**config.mk**
```make
export PLATFORM = sky130hd
export DESIGN_NAME = mem_arbiter
export DESIGN_NICKNAME = d
export VERILOG_FILES = /design/src/rtl/mem_arbiter.sv
export SDC_FILE = /design/constraint.sdc
export NUM_CORES = 1
export LEC_CHECK = 0
export CAP_MARGIN = 15
export CELL_PAD_IN_SITES_DETAIL_PLACEMENT = 1
export CELL_PAD_IN_SITES_GLOBAL_PLACEMENT = 1
export CORE_AREA = 2 2 145 105
export CTS_BUF_LIST = sky130_fd_sc_hd__clkbuf_4 sky130_fd_sc_hd__clkbuf_8
export DETAILED_ROUTE_END_ITERATION = 12
export DIE_AREA = 0 0 147 107
export PLACE_DENSITY = 0.88
export SLEW_MARGIN = 5
export SYNTH_ARGS = -nofsm -noshare
export SYNTH_HDL_FRONTEND = slang
export SYNTH_SLANG_ARGS = --single-unit
```
**constraint.sdc**
```tcl
create_clock -name clk -period 1.1 [get_ports clk]
set_input_delay 0.11 -clock clk [delete_from_list [all_inputs] [get_ports clk]]
set_output_delay 0.11 -clock clk [all_outputs]
set_load 0.03 [all_outputs]
```
**src/rtl/mem_arbiter.sv**
```systemverilog
// Shares the single data memory between the CPU datapath and the host load/readback port.
// The CPU has priority; a waiting host is guaranteed a turn, and a locked host burst is capped.
module mem_arbiter #(
   parameter int DATA_W       = 28,
   parameter int ADDR_W       = 28,
   parameter int STARVE_LIMIT = 4,
   parameter int MAX_HOLD     = 8
) (
   input  logic              clk,
   input  logic              rst_n,
   input  logic              cpu_req,
   input  logic              cpu_we,
   input  logic [ADDR_W-1:0] cpu_addr,
   input  logic [DATA_W-1:0] cpu_wdata,
   output logic [DATA_W-1:0] cpu_rdata,
   output logic              cpu_stall,
   input  logic              host_req,
   input  logic              host_we,
   input  logic [ADDR_W-1:0] host_addr,
   input  logic [DATA_W-1:0] host_wdata,
   input  logic              host_lock,
   output logic              host_gnt,
   output logic [DATA_W-1:0] host_rdata,
   output logic              host_rvalid,
   output logic [ADDR_W-1:0] mem_addr,
   output logic [DATA_W-1:0] mem_in,
   output logic              mem_we,
   input  logic [DATA_W-1:0] mem_out
);

   localparam int WAIT_W = (STARVE_LIMIT > 1) ? $clog2(STARVE_LIMIT) : 1;
   localparam int HOLD_W = (MAX_HOLD > 1) ? $clog2(MAX_HOLD) : 1;
   localparam logic [WAIT_W-1:0] WAIT_LAST = WAIT_W'(STARVE_LIMIT - 1);
   localparam logic [HOLD_W-1:0] HOLD_LAST = HOLD_W'(MAX_HOLD - 1);

   typedef enum logic {
      S_CPU  = 1'b0,
      S_HOST = 1'b1
   } state_e;

   state_e            state_q, state_d;
   logic [WAIT_W-1:0] wait_q, wait_d;
   logic [HOLD_W-1:0] hold_q, hold_d;
   logic [DATA_W-1:0] host_rdata_q, host_rdata_d;
   logic              host_rvalid_q, host_rvalid_d;
   logic              hostSel;

   // Memory mux and handshakes; reset forces every side effect off so a burst cut by reset never writes.
   always_comb begin
      hostSel   = (state_q == S_HOST);
      cpu_rdata = mem_out;
      mem_addr  = hostSel ? host_addr  : cpu_addr;
      mem_in    = hostSel ? host_wdata : cpu_wdata;
      mem_we    = rst_n && (hostSel ? (host_req && host_we) : (cpu_req && cpu_we));
      host_gnt  = rst_n && hostSel && host_req;
      cpu_stall = rst_n && hostSel && cpu_req;
   end

   always_comb begin
      state_d = state_q;
      wait_d  = '0;
      hold_d  = '0;
      unique case (state_q)
         S_CPU: begin
            if (host_req && (!cpu_req || wait_q == WAIT_LAST)) begin
               state_d = S_HOST;
            end else if (host_req && cpu_req) begin
               wait_d = wait_q + WAIT_W'(1);
            end
         end
         S_HOST: begin
            hold_d = (hold_q == HOLD_LAST) ? hold_q : hold_q + HOLD_W'(1);
            // Leaving with wait_d cleared gives a waiting CPU at least one full served cycle.
            if (!(host_req && (!cpu_req || (host_lock && hold_q < HOLD_LAST)))) begin
               state_d = S_CPU;
               hold_d  = '0;
            end
         end
         default: state_d = S_CPU;
      endcase
   end

   always_comb begin
      host_rdata_d  = host_rdata_q;
      host_rvalid_d = 1'b0;
      if (host_gnt && !host_we) begin
         host_rdata_d  = mem_out;
         host_rvalid_d = 1'b1;
      end
   end

   always_ff @(posedge clk) begin
      if (!rst_n) begin
         state_q       <= S_CPU;
         wait_q        <= '0;
         hold_q        <= '0;
         host_rdata_q  <= '0;
         host_rvalid_q <= 1'b0;
      end else begin
         state_q       <= state_d;
         wait_q        <= wait_d;
         hold_q        <= hold_d;
         host_rdata_q  <= host_rdata_d;
         host_rvalid_q <= host_rvalid_d;
      end
   end

   assign host_rdata  = host_rdata_q;
   assign host_rvalid = host_rvalid_q;

endmodule
```
=== After elaboration in Yosys (flattened, before gate mapping) ===
Cells that the tools add are included.
W data, S select, Z words.

* Bitwise operators: 3
* Order comparisons: 1
* Eq/ne operators: 2
* Multiplexer cells: 7
* Reductions and logical operators: 17
* Add/subtract/negate cells: 2

{| class="wikitable"
|+ Operators with widths
! kind !! number
|-
| $mux W28 || 2
|-
| $logic_and A1 B1 Y1 || 11
|-
| $mux W1 || 4
|-
| $reduce_or A4 Y1 || 1
|-
| $add A3 B1 Y3 const B || 1
|-
| $eq A3 B3 Y1 const B || 1
|-
| $lt A3 B3 Y1 const B || 1
|-
| $not A1 Y1 || 3
|-
| $reduce_and A3 Y1 || 1
|-
| $add A2 B1 Y2 const B || 1
|-
| $eq A2 B2 Y1 const B || 1
|-
| $logic_not A1 Y1 || 2
|-
| $logic_or A1 B1 Y1 || 2
|-
| $pmux W1 S2 || 1
|}

* Logic and storage cells: 37
* Output and inout port bits: 116
* Input bits: 147
* Register bits: 35

=== Longest topological paths before layout ===
* Word-level depth: 6
* Gate-level depth with buffers: 6
* Mapped depth without buffers: 4

=== Worst setup path after synthesis ===
Ideal clock, no wire load.

* Kind: reg2out
* Start: reg state_q, in the netlist hostSel
* End: out mem_addr[0]
* Arrival: 1.052 ns
* Slack: -0.062 ns
* Buffers on the path: 2
* Required time: 0.990 ns
* Cell stages (with the launch flop): 4
* Cells stage by stage: dfxtp_1 > buf_4 > buf_2 > mux2_2

* Word-level cells in the longest chain between the ends: 1

{| class="wikitable"
|+ RTL lines
! what !! RTL line !! RTL
|-
| start: declaration || 41 || <nowiki>state_e state_q, state_d;</nowiki>
|-
| start signal: assignment || 100 || <nowiki>state_q <= state_d;</nowiki>
|-
| $mux W28 || 52 || <nowiki>mem_addr = hostSel ? host_addr : cpu_addr;</nowiki>
|-
| end: declaration || 25 || <nowiki>output logic [ADDR_W-1:0] mem_addr,</nowiki>
|}

No other way between the ends.

=== Worst setup path after layout ===
* Start: reg state_q, in the netlist hostSel
* End: out mem_in[11]

* Word-level cells in the longest chain between the ends: 1

{| class="wikitable"
|+ RTL lines
! what !! RTL line !! RTL
|-
| $mux W28 || 53 || <nowiki>mem_in = hostSel ? host_wdata : cpu_wdata;</nowiki>
|-
| end: declaration || 26 || <nowiki>output logic [DATA_W-1:0] mem_in,</nowiki>
|}

No other way between the ends.

==> metrics <==
dominant synthesized flop cell=dfxtp_1; first-iteration detailed-routing DRC count=77; max_slew headroom=0.8836; sequential area share after synthesis=0.2929; DP HPWL=9789 microns; worst-margin pin slew=0.1697 ns; # diodes=0; CTS tree=done; final cell utilization of the core=0.4008; Clock Pin Slew Worst Setup and Hold Paths=0.09 ns; pin count of the biggest net entering global routing=27; total track usage=0.1555; Post-Synthesis Cells=247; Core Region=0.01435 sq mm; clk root buf=clkbuf_8; H-tree levels=2; worst setup margin=-0.5331 ns; crit path DAT=1.52 ns; syn nets=397; io pins=263; post-synth top area share=0.2929; wirelength, routed=13390 microns; Final period util=1.485; Placed Instances=674; Site Rows=37; Synth Cell Area=0.002392 sq mm; Remaining Overflow, GRT=0; Slowest-stage cell, CP=dfxtp_4; number of remaining DRC errors=0; Crit path required time=0.99 ns; Hold Crit Class=primary input to flip-flop; vias per std cell=3.989; largest area contributor in the netlist=dfxtp_1; Initial Util=0.1667; number of distinct library cells after synthesis=26; share of cells above drive strength 1=0.5553; Setup CP Type=flip-flop to output pin; PortBufs=262; Finished Layout Cells=701; total chip power=4430 uW; RSZ-0062 raised after global routing=yes; WL/cell=19.10 microns; crit-path leading delay family=flip-flops; CTS Buf Count=5; Max VDD drop=0.3552 mV; Yosys reg bits=35; max-slew violations=0; YS warnings=0; PwrDens=770.2 mW/mm^2; Crit path buffers/inverters=3; Max Cap Viol=0; P_leak=0.002457 uW; DRT antenna net count=0; clk_lat worst skew=0.30 ns; via count=2796; failing checks=setup timing; critical path capture point type=output pin; first-pass GRT wire length=18700 microns; die height=107 microns; largest cells by area after synthesis=dfxtp_1, mux2_2, o21ai_2, buf_4, nand2_2; die area=0.01573 sq mm; kind of start point of the critical path=flip-flop; Die Width=147 microns; antenna violations before repair=0; ys async rst share=0; crit path cell chain=buf_12, buf_12, mux2_4, buf_6; final hold viol count=0; clock sink count=35; area grow syn2layout=140.4%; minimum clock period=1.633 ns; vias in the first global route=3115; Synth Area per Inst=9.685 sq um; Post-synth EDFFs=0; outcome=finished, violations left; first drt pass iteration count=4; Max Clock Skew=0.009103 ns; Setup WS pre-CTS=-0.5332 ns; setup violators final=91; most used cell along the critical path=buf_12; GPL Wtd Cong=0.7099; post-layout net count=655; maximum buffer depth of the clock tree=2; crit-path max FO=8; Max Freq=612.3 MHz; Max stage delay on crit path=0.47 ns
-- layer usage --
| layer | track usage | vias to the layer above | share of wire |
|---|---|---|---|
| li1 | - | 1334 | - |
| met1 | 0.1652 | 1347 | 0.37 |
| met2 | 0.3045 | 95 | 0.56 |
| met4 | 0.04602 | 0 | 0.018 |
| met3 | 0.03830 | 20 | 0.046 |
| met5 | 0 | - | 0 |
-- repair_timing --
| action | CTS | global route |
|---|---|---|
| hold buffers | 0 | 0 |
| pin swaps | 0 | 1 |
| resized for setup | 193 | 42 |
| cloned | 5 | 1 |
| buffers inserted | 8 | 5 |
| endpoints found under the setup margin | 91 | 94 |
-- sequential cells by signal, indices dropped and copies added, names as in the netlist --
name,flops
hostSel,1
host_rvalid,1
hold_q,3
host_rdata,28
wait_q,2
-- power breakdown --
group / switching, uW / total [uW] / internal (uW) / leakage (uW)
registers: 19.1 / 1300 / 1280 / 0.000284
clock network: 539 / 1010 / 469 / 0.0000446
logic: 921 / 2120 / 1200 / 0.00213
-- layout by cell type (no fill, tap or decap), types with 2 or more instances in the layout --
cell,instances
nor3_1,2
buf_16,3
mux2_4,55
mux2i_1,2
clkdlybuf4s50_1,146
buf_4,73
inv_1,2
nand3_1,2
o21ai_2,28
buf_12,15
buf_6,56
nand2_2,28
bufbuf_16,2
nor4_2,2
ha_4,2
clkbuf_8,5
nand2_1,30
dfxtp_1,33
-- worst paths after layout --
| kind | startpoint | to | slack, ns | depth (start not counted) |
|---|---|---|---|---|
| max | hostSel | mem_in[11] | -0.53 | 4 |
| min | mem_out[9] | host_rdata[9] | 0.41 | 3 |
| max reg2reg | hostSel | host_rdata[19] | -0.34 | 4 |
| min reg2reg | host_rdata[27] | host_rdata[27] | 0.47 | 2 |
-- worst min-delay path: stages --
cell             delay, ns
clkdlybuf4s50_1       0.43
nand2_2               0.08
o21ai_2               0.04
-- through the flow --
stage | hold slack (ns) | area [sq um] | setup TNS, ns
2_1_floorplan | 0.1936 | 2534 | -0.8339
3_3_place_gp | 0.4123 | 5012 | -26.44
3_5_place_dp | 0.4427 | 5012 | -29.15
4_1_cts | 0.3945 | 5530 | -38.21
5_1_grt | 0.4087 | 5752 | -43.22
6_report | 0.4053 | 5752 | -38.02
-- cells in the mapped netlist (2+ instances only) --
cell type  instances
nand3_1            3
mux2_2            56
buf_2              9
mux2i_1            2
buf_12             3
nor3_1             3
inv_1              2
ha_1               3
clkbuf_1           3
buf_4             29
nand2_1           30
nand2_2           28
nor4_1             2
o21ai_2           28
dfxtp_1           35
-- area by class of cell --
cell class	count	area, sq um
well taps	195	244.0
fillers	1600	8600
clock buffers	6	76.32
multi-input cells	165	1593
repair buffers	296	3113
flip-flops and latches	35	705.7
inverters	2	7.507
clock inverters	2	12.51
-- kinds of logic (layout without fill, tap and decap cells) --
| family | after synthesis | in the layout | share of synthesized area |
|---|---|---|---|
| xor+xnor | 1 | 1 | 0.003662 |
| buf+inv | 47 | 306 | 0.1491 |
| simple gates | 71 | 71 | 0.1543 |
| flops | 35 | 35 | 0.2929 |
| fa+ha+maj | 3 | 3 | 0.01569 |
| compound gates | 32 | 32 | 0.1124 |
| mux | 58 | 58 | 0.2720 |
(Power assumes the default switching activity.)
==> RTL change 1: new RTL, config.mk and constraints unchanged <==
`ADDR_W`: 28 -> 56.
--- a/src/rtl/mem_arbiter.sv
+++ b/src/rtl/mem_arbiter.sv
@@ -4,3 +4,3 @@
    parameter int DATA_W       = 28,
-   parameter int ADDR_W       = 28,
+   parameter int ADDR_W       = 56,
    parameter int STARVE_LIMIT = 4,
Ports: changed (resized cpu_addr, host_addr and mem_addr); port bits go from 263 to 347. No check against the original RTL was run, so the function may have changed too.
==> RTL change 1 against the original RTL <==
Synthesized area is 5.2% higher. Cell count is 20% higher. Synthesized cell count up 13%. Highest routed layer is now met5. The run still ends with setup timing left. Maximum frequency down 1.7%. Register-to-register slack worse by 100 ps. Cell area increased by 27%. Core utilization rose by 11 points. Critical endpoint is now mem_addr[33]. Sequential cell count unchanged. Sequential share of layout area is 2.6 points lower. Routed wire length rose by 47%. Total power rose by 19%. Global-route usage increased by 6.6 points. Setup slack worse by 29 ps.
==> RTL change 1: results (changes against the original RTL) <==
| Metric | Value |
|---|---|
| Synth cell count leaders | mux2_2 (84), nand2_1 (56), dfxtp_1 (35) |
| Hold Startpoint | mem_out[20] |
| Synth top area cells | mux2_2 (38%), dfxtp_1 (28%), buf_4 (8.9%) |
| Slew @ Worst Pin | 325 ps (+155 ps) |
| Post-route worst setup slack | -562 ps (-28.7 ps) |
| WP data arrival | 1550 ps (+30 ps) |
| Syn Nets | 484 (+22%) |
| GRT Util Overall | 22.1% (+6.6 points) |
| Violations in the final reports | setup timing |
| DRT met1 WL | 6850 um (+37%) |
| Global placement routability congestion | 0.902 (+27%) |
| Fill count | 1541 (-3.7%) |
| HPWL after detailed placement | 14700 um (+50%) |
| Placement Setup Slack | -555 ps (-21.8 ps) |
| Distinct cells, synth | 25 (-3.8%) |
| Initial antenna violation count | 4 (+4) |
| R2r endpoint | host_rdata[17]$_SDFFE_PN0P_ |
| R2R depth | 6 (+2) |
| Leak | 3.26 nW (+33%) |
| Timing endpoint of the critical path | mem_addr[33] |
| Worst IR Drop VDD | 0.537 mV (+51%) |
| Clk_lat worst skew | 280 ps (-20 ps) |
| Pin count of the biggest net entering global routing | 29 (+7.4%) |
| Max Clock Skew | 4.75 ps (-4.35 ps) |
| Vias in the first global route | 3949 (+27%) |
| Routed WL | 19600 um (+47%) |
| DR iter-0 viols | 92 (+19%) |
| Status | finished, violations left |
| I/O Buffers | 346 (+32%) |
| Post-synthesis sequential area ratio | 27.8% (-1.5 points) |
| DP Area | 6150 um2 (+23%) |
| CP max FO | 7 (-1) |
| DR vias | 3617 (+29%) |
| Clk slew on worst S/H paths | 70 ps (-20 ps) |
| Hold WS | 419 ps (+14.2 ps) |
| Final Setup Violations | 120 (+32%) |
| Metal2 WL | 10400 um (+38%) |
| Reg-to-reg setup timing slack | -440 ps (-100 ps) |
| Share of cells above drive strength 1 | 55.0% (-0.55 points) |
| Highest routed metal layer | met5 |
==> RTL change 1: cell type report <==
| type | count | area [um2] | share of cell area [%] |
|---|---|---|---|
| antenna | 2 | 5.00 | 0.0682 |
| inverter | 2 | 7.51 | 0.102 |
| tap | 195 | 244 | 3.33 |
| timing repair buffer | 404 | 4130 | 56.3 |
| clock buffer | 8 | 104 | 1.42 |
| multi-input combinational | 193 | 2140 | 29.2 |
| sequential | 35 | 708 | 9.66 |
==> RTL change 1: worst min-delay path by stage <==
stage | end | depth (start not counted)
after floorplan | hostSel$_SDFF_PN0_ | 1
after global placement | wait_q[0]$_SDFF_PP0_ | 1
after detailed placement | wait_q[0]$_SDFF_PP0_ | 1
after CTS | host_rdata[2]$_SDFFE_PN0P_ | 3
after global routing | host_rdata[25]$_SDFFE_PN0P_ | 3
final | host_rdata[20]$_SDFFE_PN0P_ | 3
==> RTL change 1: worst max-delay path: cells and delay by family (launching register included) <==
family                 cells  cell delay, ps
multiplexers               1             310
flip-flops                 1             430
buffers and inverters      4             520
==> RTL change 1: power breakdown <==
group | leakage [nW] | total [W] | internal (W) | switching [W]
Combinational | 2.92 | 0.00291 | 0.00162 | 0.00129
Clock | 0.0549 | 0.00104 | 0.000596 | 0.000445
Sequential | 0.284 | 0.00130 | 0.00128 | 0.0000166
==> RTL change 1: cells by family after synthesis <==
family / after synthesis / synth area share [%]
AO/OA/AOI/OAI: 32 / 6.51
adder cells (fa/ha/maj): 3 / 1.49
multiplexers: 86 / 38.4
XOR/XNOR: 1 / 0.348
AND/OR/NAND/NOR: 71 / 11.8
buffers and inverters: 50 / 13.6
flip-flops: 35 / 27.8
==> RTL change 1: layer usage <==
layer / GRT usage, % / up-vias
met4: 6.11 / 4
li1: - / 1665
met1: 22.9 / 1737
met3: 8.72 / 37
met2: 41.7 / 174
met5: 0 / -
==> RTL change 1: through the flow <==
step                      TNS (ps)  instances
final                       -51980        839
after global placement      -46790        786
after global routing        -58020        837
after floorplan                  0        278
after detailed placement    -50090        786
after CTS                   -52200        823
==> RTL change 1: what timing repair did <==
action,4_1_cts,5_1_grt
setup buffers,24,10
cloned,5,6
endpoints found under the setup margin,122,122
pin swaps,2,33
gates resized for setup,369,118
==> RTL change 2: new RTL, config.mk and constraints unchanged <==
Without the edit above. `host_rdata_q` no longer has a reset.
--- a/src/rtl/mem_arbiter.sv
+++ b/src/rtl/mem_arbiter.sv
@@ -96,3 +96,2 @@
          hold_q        <= '0;
-         host_rdata_q  <= '0;
          host_rvalid_q <= 1'b0;
@@ -102,5 +101,8 @@
          hold_q        <= hold_d;
-         host_rdata_q  <= host_rdata_d;
          host_rvalid_q <= host_rvalid_d;
       end
+   end
+
+   always_ff @(posedge clk) begin
+      host_rdata_q <= host_rdata_d;
    end
Function: differs if rst_n is asserted again (counterexample within 4 cycles, from zero or initial values and one cycle with rst_n low); with rst_n held inactive, the same outputs for 10 cycles.
==> RTL change 2 against the original RTL <==
The run still ends with setup timing left. Total power hardly changed. Sequential cell count stayed put. Cell area is 4.2% lower. Count of clock-buffer cells in the layout is 1 lower. Synthesized area is 13% lower. Setup slack better by 26 ps. Routed wire length is 7.8% lower. Via count is 18% lower. Largest power group unchanged.
==> RTL change 2: results (changes against the original RTL) <==
| Metric | Value |
|---|---|
| Worst IR Drop VDD | 0.337 mV (-5.2%) |
| Reg-to-reg setup timing slack | -380 ps (-40 ps) |
| Synth cell count leaders | mux2_2 (51), buf_4 (28), edfxtp_1 (28) |
| Final Setup Violations | 94 (+3.3%) |
| Nets | 575 (-12%) |
| Post-synthesis xor/xnor area fraction | 0.419% (+0.053 points) |
| DR iter-0 viols | 99 (+29%) |
| Max Clock Skew | 10.1 ps (+1.04 ps) |
| CP max FO | 6 (-2) |
| HPWL after detailed placement | 9230 um (-5.8%) |
| Violations in the final reports | setup timing |
| Post-synth EDFFs | 28 (+28) |
| Global placement routability congestion | 0.741 (+4.4%) |
| Hold WS | 414 ps (+8.39 ps) |
| GRT Util Overall | 13.4% (-2.2 points) |
| Post-route worst setup slack | -507 ps (+26.4 ps) |
| Ys flop type | edfxtp_1 |
| Synth top area cells | edfxtp_1 (40%), mux2_2 (28%), buf_4 (10%) |
| Status | finished, violations left |
| Slowest stage delay, CP | 440 ps (-30 ps) |
| Post-synthesis sequential area ratio | 47.0% (+18 points) |
| Global-route wire length before repair | 15500 um (-17%) |
| Synth Area in Compound Gates | 1.26% (-10 points) |
| Syn Nets | 304 (-23%) |
| Pin count of the biggest net entering global routing | 17 (-37%) |
| Post-synthesis mux area share | 31.2% (+4.0 points) |
| Distinct cells, synth | 23 (-12%) |
| Slew headroom | 80.7% (-7.7 points) |
-- RTL change 2: cell types whose count changed in the layout (fill, tap and decap cells not counted), sizes merged, moves of 2 or more --
cell           delta
clkdlybuf4s15     +2
nand2            -56
bufbuf            -2
edfxtp           +28
nor2              +2
dfxtp            -28
o21ai            -28
-- RTL change 2: final timing paths --
check / from / endpoint / cells past startpoint
worst max-delay path: hostSel$_SDFF_PN0_ / mem_addr[6] / 4
worst min-delay path: mem_out[12] / host_rdata[12]$_DFFE_PP_ / 1
worst max register to register: hostSel$_SDFF_PN0_ / host_rdata[17]$_DFFE_PP_ / 5
worst min register to register: wait_q[0]$_SDFF_PP0_ / wait_q[0]$_SDFF_PP0_ / 1
-- RTL change 2: final cells by class --
type / instances / area (um2)
fillers: 1550 / 8840
clock inverters: 2 / 8.76
flip-flops and latches: 35 / 985
repair buffers: 299 / 3110
inverters: 2 / 10.0
well taps: 195 / 244
clock buffers: 5 / 68.8
multi-input cells: 82 / 1080
-- RTL change 2: timing repair --
| item | 4_1_cts | 5_1_grt |
|---|---|---|
| cloned | 4 | 3 |
| setup buffers | 15 | 7 |
| pin swaps | 1 | 7 |
| setup endpoints to repair | 95 | 93 |
| hold buffers | 0 | 0 |
| resized for setup | 314 | 78 |
-- RTL change 2: power by group --
part           total (W)  internal (W)  switching, W
registers        0.00145       0.00144     0.0000126
clock network   0.000883      0.000422      0.000462
logic            0.00210       0.00119      0.000909
total            0.00443       0.00305       0.00138
-- RTL change 2: stage by stage --
stage	cell area, um2	setup slack [ps]	power (W)	cells
floorplan	2100	-306	0.00228	154
global placement	4680	-524	0.00319	587
detailed placement	4680	-556	0.00323	587
CTS	5160	-541	0.00431	613
global route	5510	-566	0.00459	620
finish	5510	-507	0.00443	620
-- RTL change 2: kinds of logic (layout without fill, tap and decap cells) --
kind of cell / after synthesis / in the layout
flip-flops: 35 / 35
multiplexers: 58 / 58
adder cells (fa/ha/maj): 3 / 3
XOR/XNOR: 1 / 1
AO/OA/AOI/OAI: 4 / 4
AND/OR/NAND/NOR: 16 / 16
buffers and inverters: 37 / 308
-- RTL change 2: layer usage --
metal	share of wire, %	GRT usage [%]	vias up
met1	38	15.2	1148
met5	0	0	-
li1	-	-	1074
met2	56	25.6	72
met3	5.2	3.28	7
met4	0.68	2.47	0
